## config.mk

```make
export PLATFORM = sky130hd
export DESIGN_NAME = spi_sample_responder
export DESIGN_NICKNAME = d
export VERILOG_FILES = /design/src/rtl/spi_sample_responder.sv
export SDC_FILE = /design/constraint.sdc
export NUM_CORES = 1
export LEC_CHECK = 0
export ABC_AREA = 0
export BUFFER_PORTS_ARGS = -buffer_cell sky130_fd_sc_hd__buf_2
export CAP_MARGIN = 20
export CORE_MARGIN = 10
export CORE_UTILIZATION = 48
export CTS_CLUSTER_SIZE = 30
export DETAILED_ROUTE_END_ITERATION = 7
export PLACE_DENSITY = 0.67
export SETUP_SLACK_MARGIN = 0.02
export SLEW_MARGIN = 5
export SYNTH_ARGS = -nofsm -noshare
export SYNTH_HDL_FRONTEND = slang
export SYNTH_SLANG_ARGS = --single-unit
```

## constraint.sdc

```tcl
create_clock -name clk_i -period 1.8 [get_ports clk_i]
set_input_delay 0.27 -clock clk_i [delete_from_list [all_inputs] [get_ports clk_i]]
set_output_delay 0.27 -clock clk_i [all_outputs]
set_load 0.005 [all_outputs]
```

## src/rtl/spi_sample_responder.sv

```systemverilog
// ---------------------------------------------------------------------------
// spi_sample_responder
//
// SPI mode-0 slave acting as the sample source of the moving-average filter's
// SPI link. Sample words pushed on the valid/ready port are buffered in a
// small FIFO. Each chip-select frame pops one word and shifts it out MSB-first
// on MISO. The MOSI bits received in the same frame are presented as a
// command word on rx_data_o, with a one-cycle rx_valid_o strobe.
//
// The SPI inputs are asynchronous to clk_i. They are synchronized, and every
// SPI event is detected as an edge of a synchronized signal. The master
// therefore has to keep sclk high and low for at least three clk periods.
//
// Optional build macro: SPI_RESPONDER_PARITY_EN
//   When defined, each frame is WIDTH+1 bits long.
//   - MISO appends an even-parity bit after the data LSB.
//   - The master's last MOSI bit is taken as its parity bit.
//   - A mismatch sets the sticky parity_err_o output, which underflow_clr_i
//     clears.
//
// Ports
//   clk_i, rst_i        system clock, synchronous active-high reset
//   sclk_i, cs_n_i      SPI clock / active-low chip select (asynchronous)
//   mosi_i              SPI data from the master
//   miso_o, miso_oe_o   SPI data to the master and its output enable
//   wr_data_i/valid_i   sample word to queue
//   wr_ready_o          FIFO can accept a word
//   rx_data_o/valid_o   last complete MOSI word, one-cycle update strobe
//   level_o             FIFO occupancy
//   underflow_o         sticky: a frame started with an empty FIFO
//   underflow_clr_i     clears underflow_o (and parity_err_o)
//   parity_err_o        sticky parity mismatch (parity build only)
// ---------------------------------------------------------------------------
module spi_sample_responder #(
    parameter int               WIDTH       = 8,
    parameter int               DEPTH       = 4,
    parameter logic [WIDTH-1:0] IDLE_WORD   = '0,
    parameter int               SYNC_STAGES = 2
) (
    input  logic                       clk_i,
    input  logic                       rst_i,
    input  logic                       sclk_i,
    input  logic                       cs_n_i,
    input  logic                       mosi_i,
    output logic                       miso_o,
    output logic                       miso_oe_o,
    input  logic [WIDTH-1:0]           wr_data_i,
    input  logic                       wr_valid_i,
    output logic                       wr_ready_o,
    output logic [WIDTH-1:0]           rx_data_o,
    output logic                       rx_valid_o,
    output logic [$clog2(DEPTH+1)-1:0] level_o,
`ifdef SPI_RESPONDER_PARITY_EN
    output logic                       parity_err_o,
`endif
    output logic                       underflow_o,
    input  logic                       underflow_clr_i
);

`ifdef SPI_RESPONDER_PARITY_EN
    localparam int FRAME = WIDTH + 1;
`else
    localparam int FRAME = WIDTH;
`endif
    localparam int CW = $clog2(FRAME + 1);
    localparam int PW = $clog2(DEPTH);
    localparam int LW = $clog2(DEPTH + 1);

    typedef enum logic [1:0] {
        ST_IDLE  = 2'd0,
        ST_SHIFT = 2'd1,
        ST_DONE  = 2'd2
    } state_t;

    // -----------------------------------------------------------------------
    // Input synchronizers and edge detection
    // -----------------------------------------------------------------------
    logic [SYNC_STAGES-1:0] sclk_sync_q, cs_sync_q, mosi_sync_q;
    logic                   sclk_prev_q, cs_prev_q;
    logic                   sclk_s, cs_s, mosi_s;
    logic                   sclk_rise, sclk_fall, cs_fall, cs_rise;

    // cs_n resets to its idle (high) level so that leaving reset does not
    // look like a frame start.
    always_ff @(posedge clk_i) begin
        if (rst_i) begin
            sclk_sync_q <= '0;
            cs_sync_q   <= '1;
            mosi_sync_q <= '0;
            sclk_prev_q <= 1'b0;
            cs_prev_q   <= 1'b1;
        end else begin
            sclk_sync_q <= {sclk_sync_q[SYNC_STAGES-2:0], sclk_i};
            cs_sync_q   <= {cs_sync_q[SYNC_STAGES-2:0], cs_n_i};
            mosi_sync_q <= {mosi_sync_q[SYNC_STAGES-2:0], mosi_i};
            sclk_prev_q <= sclk_sync_q[SYNC_STAGES-1];
            cs_prev_q   <= cs_sync_q[SYNC_STAGES-1];
        end
    end

    assign sclk_s    = sclk_sync_q[SYNC_STAGES-1];
    assign cs_s      = cs_sync_q[SYNC_STAGES-1];
    assign mosi_s    = mosi_sync_q[SYNC_STAGES-1];
    assign sclk_rise = sclk_s & ~sclk_prev_q;
    assign sclk_fall = ~sclk_s & sclk_prev_q;
    assign cs_fall   = ~cs_s & cs_prev_q;
    assign cs_rise   = cs_s & ~cs_prev_q;

    // -----------------------------------------------------------------------
    // Sample FIFO
    // -----------------------------------------------------------------------
    logic [WIDTH-1:0] mem_q [DEPTH];
    logic [PW-1:0]    rd_ptr_q, wr_ptr_q;
    logic [LW-1:0]    level_q, level_d;
    logic             wr_ready_q;
    logic             push, pop, empty;
    state_t           state_q;

    assign empty = (level_q == '0);

    always_comb begin
        push    = wr_valid_i && wr_ready_q;
        pop     = (state_q == ST_IDLE) && cs_fall && !empty;
        level_d = level_q;
        if (push && !pop)
            level_d = level_q + LW'(1);
        else if (!push && pop)
            level_d = level_q - LW'(1);
    end

    // wr_ready is registered from the next level. When the FIFO is full, a
    // pop reopens it only from the following cycle, so a full FIFO never
    // accepts a write in the same cycle it pops.
    always_ff @(posedge clk_i) begin
        if (rst_i) begin
            rd_ptr_q   <= '0;
            wr_ptr_q   <= '0;
            level_q    <= '0;
            wr_ready_q <= 1'b1;
        end else begin
            if (push) wr_ptr_q <= wr_ptr_q + PW'(1);
            if (pop)  rd_ptr_q <= rd_ptr_q + PW'(1);
            level_q    <= level_d;
            wr_ready_q <= (level_d != LW'(DEPTH));
        end
    end

    // Storage needs no reset; occupancy is tracked by the pointers and level.
    always_ff @(posedge clk_i) begin
        if (push) mem_q[wr_ptr_q] <= wr_data_i;
    end

    // -----------------------------------------------------------------------
    // Frame FSM
    // -----------------------------------------------------------------------
    logic [FRAME-1:0] tx_shreg_q, tx_load;
    logic [FRAME-2:0] rx_shreg_q;
    logic [FRAME-1:0] rx_next;
    logic [WIDTH-1:0] tx_word;
    logic [CW-1:0]    bit_cnt_q;
    logic [WIDTH-1:0] rx_data_q;
    logic             rx_valid_q;
    logic             underflow_q;
`ifdef SPI_RESPONDER_PARITY_EN
    logic             parity_err_q;
`endif

    assign tx_word = empty ? IDLE_WORD : mem_q[rd_ptr_q];
`ifdef SPI_RESPONDER_PARITY_EN
    // The even-parity bit rides behind the data LSB in the same shift register.
    assign tx_load = {tx_word, ^tx_word};
`else
    assign tx_load = tx_word;
`endif
    // Received bits including the one being captured on this sclk rise
    assign rx_next = {rx_shreg_q, mosi_s};

    always_ff @(posedge clk_i) begin
        if (rst_i) begin
            state_q      <= ST_IDLE;
            tx_shreg_q   <= '0;
            rx_shreg_q   <= '0;
            bit_cnt_q    <= '0;
            rx_data_q    <= '0;
            rx_valid_q   <= 1'b0;
            underflow_q  <= 1'b0;
`ifdef SPI_RESPONDER_PARITY_EN
            parity_err_q <= 1'b0;
`endif
        end else begin
            rx_valid_q <= 1'b0;
            // Clear first; a set later in this block takes priority.
            if (underflow_clr_i) begin
                underflow_q  <= 1'b0;
`ifdef SPI_RESPONDER_PARITY_EN
                parity_err_q <= 1'b0;
`endif
            end
            case (state_q)
                ST_IDLE: begin
                    if (cs_fall) begin
                        tx_shreg_q <= tx_load;
                        bit_cnt_q  <= '0;
                        if (empty) underflow_q <= 1'b1;
                        state_q    <= ST_SHIFT;
                    end
                end
                ST_SHIFT: begin
                    if (cs_rise) begin
                        // Aborted frame: the popped word is dropped and
                        // rx_data is left untouched.
                        state_q <= ST_IDLE;
                    end else if (sclk_rise) begin
                        rx_shreg_q <= rx_next[FRAME-2:0];
                        bit_cnt_q  <= bit_cnt_q + CW'(1);
                        if (bit_cnt_q == CW'(FRAME - 1)) begin
                            state_q    <= ST_DONE;
                            rx_data_q  <= rx_next[FRAME-1 -: WIDTH];
                            rx_valid_q <= 1'b1;
`ifdef SPI_RESPONDER_PARITY_EN
                            // Data plus parity must XOR to zero.
                            if (^rx_next) parity_err_q <= 1'b1;
`endif
                        end
                    end else if (sclk_fall) begin
                        tx_shreg_q <= {tx_shreg_q[FRAME-2:0], 1'b0};
                    end
                end
                ST_DONE: begin
                    if (cs_rise) state_q <= ST_IDLE;
                end
                default: state_q <= ST_IDLE;
            endcase
        end
    end

    // -----------------------------------------------------------------------
    // Outputs
    // -----------------------------------------------------------------------
    // MISO shows the shift register MSB only while a frame is shifting and
    // the pin is enabled. Outside a shifting frame (including DONE) it is 0.
    assign miso_oe_o    = ~cs_s;
    assign miso_o       = ~cs_s && (state_q == ST_SHIFT) && tx_shreg_q[FRAME-1];
    assign wr_ready_o   = wr_ready_q;
    assign rx_data_o    = rx_data_q;
    assign rx_valid_o   = rx_valid_q;
    assign level_o      = level_q;
    assign underflow_o  = underflow_q;
`ifdef SPI_RESPONDER_PARITY_EN
    assign parity_err_o = parity_err_q;
`endif

endmodule

```

## Word-level counts from Yosys, hierarchy flattened

Memories as Yosys holds them, arrays and structs flattened. A register that Yosys moved wholly into a read port is not among the register bits.
Cells that the tools add are included.

| storage, ports and cells | value |
|---|---|
| flip-flop bits (word level) | 47 |
| input bits | 15 |
| output and inout port bits | 16 |
| logic and storage cells | 91 |
| memory bits (writable) | 32 |
| memories | 1 |
| memory bits (read-only) | 0 |
| latch bits | 0 |

Memory list:

| memory | depth | width | read ports | clocked after Yosys merged registers in | wr ports | RTL line | text |
|---|---|---|---|---|---|---|---|
| mem_q | 4 | 8 | 1 | 1 | 1 | 112 | `logic [WIDTH-1:0] mem_q [DEPTH];` |

| cells by class | value |
|---|---|
| bitwise logic cells | 11 |
| $lt $le $gt $ge | 0 |
| multiplexer cells | 27 |
| add/sub/neg operators | 5 |
| equality and inequality tests | 12 |
| shift operators | 0 |
| div/mod/pow operators | 0 |
| $mul | 0 |
| reductions and logical operators | 19 |

Operator list:

| kind | number |
|---|---|
| 8-bit 2-to-1 mux | 5 |
| 8-bit case mux with 2 select lines | 1 |
| 2-bit 2-to-1 mux | 7 |
| 4-bit 2-to-1 mux | 3 |
| 2-bit inequality test (second input constant) | 6 |
| 4-bit AND reduction | 3 |
| 3-bit inequality test (second input constant) | 3 |
| 4-bit case mux with 2 select lines | 1 |
| 1-bit logical AND | 7 |
| 1-bit 2-to-1 mux | 7 |
| 1-bit inverter | 7 |
| 3-bit 2-to-1 mux | 2 |
| 2-bit case mux with 3 select lines | 1 |
| 5-bit AND reduction | 1 |
| 2-bit by 1-bit adder with 2-bit output (second input constant) | 2 |
| 4-bit by 1-bit adder with 4-bit output (second input constant) | 1 |
| 1-bit AND | 4 |
| 4-bit by 3-bit equality test with 1-bit output (second input constant) | 1 |
| 4-bit OR reduction | 1 |
| 3-bit by 1-bit adder with 3-bit output (second input constant) | 1 |
| 1-bit zero test | 3 |
| 3-bit zero test | 1 |
| 3-bit AND reduction | 1 |
| 3-bit by 1-bit subtractor with 3-bit output (second input constant) | 1 |
| 4 further kinds | 4 |

## Depth between registers and ports, before layout

Gate-level depths: netlist of run 1.

| depth | value |
|---|---|
| depth in word-level cells | 8 |
| mapped depth | 6 |
| depth with buffers taken out | 6 |

## Least setup slack after synthesis of run 1

No wires, ideal clock.

| timing | value |
|---|---|
| path type | register to register |
| from | register level_q[0], in the netlist level_o[0] |
| to | register wr_ready_q, in the netlist wr_ready_o |
| period minus slack after synthesis | 1.681 ns |
| library setup time | 0.134 ns |
| required time | 1.666 ns |
| path slack | 0.119 ns |
| data arrival time | 1.548 ns |
| cell stages (with the launch flop) | 7 |
| path buffers | 0 |
| path through | dfxtp_1 > inv_1 > ha_1 > nor2b_1 > o211ai_2 > a211oi_1 > o32ai_2 |

| between the ends | value |
|---|---|
| cells in the longest elaborated chain, start to end | 7 |
| elaborated cells on any way between the ends | 11 |
| classes of those cells | 2 x add/sub; 1 x eq/ne; 2 x mux; 6 x reduce/logical |

Ends and longest elaborated chain:

| what | RTL line | text |
|---|---|---|
| start: declaration | 114 | `logic [LW-1:0] level_q, level_d;` |
| start signal: assignment | 143 | `level_q <= level_d;` |
| branches (longest 5 deep; another with 3-bit by 1-bit subtractor with 3-bit output) | -- |  |
| 3-bit 2-to-1 mux * | 125 | `if (push && !pop)` |
| 3-bit inequality test * | 144 | `wr_ready_q <= (level_d != LW'(DEPTH));` |
| end signal: assignment | 144 |  |
| end: declaration | 115 | `logic wr_ready_q;` |

Every way passes the cells marked *.
A chain may end at the register's enable or synchronous reset.

## Worst setup path after layout of run 1

| timing | value |
|---|---|
| from | register state_q[0] |
| to | register wr_ready_q, in the netlist wr_ready_o |

| between the ends | value |
|---|---|
| cells in the longest elaborated chain, start to end | 7 |
| elaborated cells on any way between the ends | 9 |
| classes of those cells | 1 x eq/ne; 2 x mux; 6 x reduce/logical |

Ends and longest elaborated chain:

| what | RTL line | text |
|---|---|---|
| start: declaration | 117 | `state_t state_q;` |
| start signal: assignment | 180 | `state_q <= ST_IDLE;` |
| start signal: assignment | 205 | `state_q <= ST_SHIFT;` |
| start signal: assignment | 212 | `state_q <= ST_IDLE;` |
| 2-bit zero test * | 123 | `pop = (state_q == ST_IDLE) && cs_fall && !empty;` |
| 1-bit logical AND * (2 in a row) | 123 |  |
| 1-bit logical AND or 1-bit zero test (tied branches) | 127, 125 |  |
| 3-bit 2-to-1 mux or 1-bit logical AND (tied branches) | 127, 125 |  |
| 3-bit 2-to-1 mux * | 125 |  |
| 3-bit inequality test * | 144 |  |

Every way passes the cells marked *; elsewhere a longest branch is shown, timed or not.

==> metrics, run 1 <==
# hold bufs at CTS 0; worst setup path endpoint wr_ready_o; leakage between 1 and 1.5 nW; share of cells above drive strength 1 between 20 and 30%; GRT met3 Usage 4.66%; Comb pwr share roughly 8.7%; Syn Inst Count 261; internal power 2.92 mW; worst-skew pair later-pin latency between 300 and 400 ps; Starting DRT DRC Count 70; most frequent cells in the layout 48 x dfxtp_1, 32 x edfxtp_1, 30 x buf_2; FF-to-FF path depth 4; Clock Power Share 38.6%; num rows 29; Inserted Diodes 0; crit-path max FO 6; DP HPWL around 4200 microns; final setup violation count 0; global-route total usage across every layer 12.7%; First-pass DRT Iterations 4; io pins 31; Area Overhead vs Synth 15.5%; Core ar. 6490 sq um; global-route wire length before repair 10100 microns; Initial Utilization 50.3%; Final #Nets between 300 and 400; Top FF cell, synth dfxtp_1; Die ar. approximately 10000 sq um; vias in the first global route 2104; outcome completed; Root Driver clkbuf_8; startpoint types register; max cap viols 0; postcts setup bufs 0; number of synthesized flops with an enable pin 32; relative slew slack 68.2%; Slew @ Worst Pin 476 ps; Psw 0.906 mW; Netlist cell types 51; HP Class in2reg; Die Ht between 100 and 150 microns; Yosys warning total 0; DRC 0; Final Hold Viols 0; worst flop-to-flop path startpoint state_q[0]; Synth async-reset ratio 0%; sequential fraction of design power 52.7%; sequential share of the synthesized area between 50% and 60%; clk_skew 7.45 ps; H-tree depth 3; Final min period 1670 ps; crit end category register; clock buffer depth 2; Final Max Slew Viols 0; critical path class reg2reg; Inserted Clock Buffers 9; R2R setup slack 130 ps; switching part of the total power 23.7%; RR Endpoint wr_ready_o; GR Util met1 14.2%; Mapped Area 3260 sq um; syn nets around 280; Die Wd roughly 100 microns; CTS clk-pin slew, worst paths approximately 80 ps; Syn Area/Cell 12.5 sq um; PortBufs 30; final antenna-violating net count 0; Max Clock Freq around 0.60 GHz; # resized after CTS 0; crit path DAT 1910 ps; GR peak layer met2; initial antenna violation count 0; CTS tree done; synthesis-stage register bit count 81; CTS sink count 81; fin util 58.1%; commonest non-fill, non-tap cell in the layout dfxtp_1; minimum hold slack 112 ps; met2 Use GR 21.0%; aggregate negative setup slack 0 ps; GRT Residual Overflow 0; Required @ worst endpoint slightly above 2000 ps; Avg WL per Cell 15.6 microns; gpl congestion 0.769; Max IR drop VDD ~0.6 mV; vias per std cell between 5 and 6; via count 2052; largest net degree at the start of global routing 24; overall routed net length 5970 microns; period utilisation layout between 90% and 100%; critical path startpoint state_q[0]; RSZ-0062 raised after global routing no; PwrDens just over 1000 nW/um^2
-- flip-flops by register name, indices dropped and copies added, names as in the netlist, named ones only --
signal       cells
state_q          2
tx_shreg_q       8
rx_data_o        8
rx_shreg_q       7
mem_q           32
level_o          3
underflow_o      1
mosi_sync_q      2
cs_prev_q        1
cs_sync_q        2
wr_ready_o       1
wr_ptr_q         2
sclk_sync_q      2
rd_ptr_q         2
sclk_prev_q      1
rx_valid_o       1
bit_cnt_q        4
-- Yosys cell counts, types with 2 or more instances --
cell type   n  area share [%]
nand4_1     2            0.38
or2_2       3            0.57
mux4_2      8             5.5
dfxtp_1    49              30
clkbuf_1    6            0.69
buf_1       2            0.23
nor2b_1    10             1.9
nor2_1     25             2.9
nand2b_1    3            0.57
nand2_1     5            0.57
nand3_1     4            0.61
xnor2_1     2            0.54
inv_1       7            0.81
edfxtp_1   32              29
a211oi_1    6             1.4
a22oi_1     7             1.6
and3_1      7             1.3
ha_1        8             3.1
nor3b_1     2            0.46
buf_2       2            0.31
a31oi_1     3            0.57
a21oi_1    13             2.0
or4_1       2            0.46
mux2i_1    16             4.9
o21ai_0     7             1.1
nor3_1      5            0.77
-- critical path: stages (launching register included) --
cell     delay [ps]
dfxtp_1         370
or4b_4          620
nor3_4          280
and3_1          210
o32ai_2          90
-- metrics by stage --
| step | setup WS, ps | instances | area, sq um | total power, mW |
|---|---|---|---|---|
| 5_1_grt | 41.4 | 382 | 3770 | 4.01 |
| 6_report | 128 | 382 | 3770 | 3.83 |
| 4_1_cts | 107 | 382 | 3750 | 3.86 |
| 3_5_place_dp | 151 | 366 | 3530 | 2.39 |
| 3_3_place_gp | 169 | 366 | 3530 | 2.38 |
| 2_1_floorplan | 119 | 261 | 3260 | 2.27 |
-- kinds of logic (layout without fill, tap and decap cells) --
family	Yosys count	in the layout	share of synthesized area, %
AND/OR/NAND/NOR	80	80	14.3
multiplexers	24	24	10.4
adder cells (fa/ha/maj)	8	8	3.07
XOR/XNOR	3	3	0.805
AO/OA/AOI/OAI	45	45	9.16
flip-flops	81	81	59.5
buffers and inverters	20	64	2.76
-- power groups by stage --
stage / Clock, mW / Combinational [mW] / Sequential [mW]
after floorplan: 0 / 0.219 / 2.05
final: 1.48 / 0.332 / 2.02
after detailed placement: 0 / 0.332 / 2.06
after global routing: 1.61 / 0.374 / 2.03
after global placement: 0 / 0.328 / 2.05
after CTS: 1.52 / 0.334 / 2.01
-- layer usage --
layer	vias up	share of wire [%]
li1	1041	-
met1	957	45
met2	44	49
met3	10	4.4
met4	0	2.1
met5	-	0
-- how the worst min path moves through the flow --
stage | depth (start not counted) | from | to
after floorplan | 0 | wr_data_i[0] | mem_q[0][0]
after global placement | 1 | cs_sync_q[0] | cs_sync_q[1]
after detailed placement | 1 | cs_sync_q[0] | cs_sync_q[1]
after CTS | 2 | cs_n_i | cs_sync_q[0]
after global routing | 2 | cs_n_i | cs_sync_q[0]
final | 2 | cs_n_i | cs_sync_q[0]
-- layout make-up --
class	count	area (sq um)
timing repair buffer	41	233
clock buffer	9	124
inverter	7	26.3
multi-input combinational	160	1250
fill	546	2720
tap	77	96.3
sequential	81	1940
clock inverter	7	101
Power figures use the tool's default switching activity.
==> inputs of run 2 (changes only) <==
Settings changed: CELL_PAD_IN_SITES_DETAIL_PLACEMENT from default to 1, CELL_PAD_IN_SITES_GLOBAL_PLACEMENT from default to 1, CORE_UTILIZATION 48 to 47, CTS_CLUSTER_DIAMETER from default to 200, PLACE_DENSITY 0.67 to default, PLACE_DENSITY_LB_ADDON from default to 0.1.
==> metrics, run 2 (synthesis results as in run 1) <==
crit-path max FO 5 (-1); max cap viols 0 (unchanged); Final min period 1670 ps (-3.64 ps); PwrDens 977 nW/um^2 (-3.7%); startpoint types register; worst-skew pair later-pin latency 350 ps (about the same); PortBufs 30 (unchanged); crit end category register; via count 2155 (+5.0%); CP Cell Sequence or4b_4 > o211ai_2 > a211oi_1 > or2_1; worst slack at placement -27.1 ps (-178 ps); commonest non-fill, non-tap cell in the layout dfxtp_1; multi-input logic area 1250 sq um (+0.10%); register area 1940 sq um (about the same); final antenna-violating net count 0 (unchanged); Max IR drop VDD 0.541 mV (-9.3%); period utilisation layout 92.7% (-0.20 points); final setup margin 132 ps (+3.64 ps); share of cells above drive strength 1 26.4% (+0.81 points); DP Area 3550 sq um (+0.53%); num rows 30 (+3.4%); final setup violation count 0 (unchanged); Final Cell Area 3760 sq um (-0.33%); vias per std cell 5.57 (+3.7%); Area Overhead vs Synth 15.1%; vias in the first global route 2352 (+12%); global-route wire length before repair 11400 microns (+13%); io pins 31 (unchanged); DP HPWL 4850 microns (+14%); Initial Utilization 48.3% (-1.9 points); Cell Count, Final, Fillers Out 387 (+1.3%); Slew @ Worst Pin 467 ps (-9.20 ps); largest net degree at the start of global routing 24 (unchanged); Max Clock Freq 0.599 GHz (+0.22%); Placed Cells incl. Taps 371 (+1.4%); leakage 1.46 nW (-0.44%); minimum hold slack 108 ps (-3.74 ps); Inserted Diodes 0 (unchanged); layout filler cell count 712 (+30%); CTS clk-pin slew, worst paths 80 ps (about the same); Die Ht 103 microns (+0.85%); Required @ worst endpoint 2040 ps (about the same); Reg with most FFs mem_q; Starting DRT DRC Count 66 (-5.7%); FF-to-FF path depth 4 (unchanged); Die Wd 103 microns (+0.85%); outcome completed; HP Class in2reg; global-route total usage across every layer 13.9% (+1.3 points); Avg WL per Cell 17.4 microns (+12%); crit path DAT 1910 ps (about the same); Final Power 3.67 mW (-4.0%); hold path cells 2 (unchanged); First-pass DRT Iterations 5 (+1); clock buffer depth 2 (unchanged); clk_skew 9.11 ps (+1.66 ps); initial antenna violation count 0 (unchanged); RSZ-0062 raised after global routing no; DRC 0 (unchanged); Die ar. 10700 sq um (+1.7%); H-tree depth 3 (unchanged); GRT Residual Overflow 0 (unchanged); most frequent cells in the layout 49 x dfxtp_1, 32 x edfxtp_1, 30 x buf_2; Inserted Clock Buffers 9 (unchanged); relative slew slack 68.7% (+0.56 points); gpl congestion 0.736 (-4.2%); slowest stage delay, CP 620 ps (about the same); critical path class reg2reg; Slowest cell on crit path or4b_4; max FFs per register 32 (unchanged); Core ar. 6760 sq um (+4.0%); CTS tree done; overall routed net length 6750 microns (+13%); Root Driver clkbuf_8; Final Hold Viols 0 (unchanged); Final Max Slew Viols 0 (unchanged); Final #Nets 325 (+0.62%); CTS sink count 81 (unchanged)
-- run 2: cell types whose count changed in the layout (fill, tap and decap cells not counted), sizes merged --
cell and change:
clkinvlp +2, clkinv +1, buf +2, inv -2, bufinv -1
-- run 2: area by class of cell --
type                            instances  share of cell area, %
Clock buffer                            9                   3.30
Clock inverter                          7                   1.86
Inverter                                7                  0.699
Multi-Input combinational cell        160                   33.2
Sequential cell                        81                   51.7
Tap cell                               80                   2.66
Timing Repair Buffer                   43                   6.59
-- run 2: stage by stage --
stage                     utilization [%]  setup TNS [ps]
after global placement               52.5               0
after floorplan                         -               0
final                                55.6               0
after CTS                            55.4               0
after global routing                 55.6               0
after detailed placement             52.5           -27.1
-- run 2: path summary, 6_finish.rpt --
path | from | end | slack (ps)
max | state_q[0] | level_o[2] | 130
min | cs_n_i | cs_sync_q[0] | 110
max reg2reg | state_q[0] | level_o[2] | 130
min reg2reg | cs_sync_q[0] | cs_sync_q[1] | 440
-- run 2: per-layer routing --
metal  track usage (%)  routed length (microns)
met1              17.0                     3180
met2              22.8                     3260
met3              2.86                      166
met4              7.38                      140
met5                 0                        0
-- run 2: critical path: cells and delay by family (launching register included) --
family             cells  cell delay [ps]
and+or+nand+nor        2              870
DFF                    1              380
AOI/OAI and AO/OA      2              310
-- run 2: power by group --
group / switching (mW) / internal (mW)
logic: 0.203 / 0.157
clock network: 0.662 / 0.639
registers: 0.0354 / 1.98
total: 0.900 / 2.77
-- run 2: repair_timing --
| item | 4_1_cts | 5_1_grt |
|---|---|---|
| pin swaps | 0 | 1 |
| gates resized for setup | 1 | 3 |
| buffers inserted | 0 | 0 |
| setup endpoints to repair | 2 | 5 |
| hold buffers | 0 | 0 |
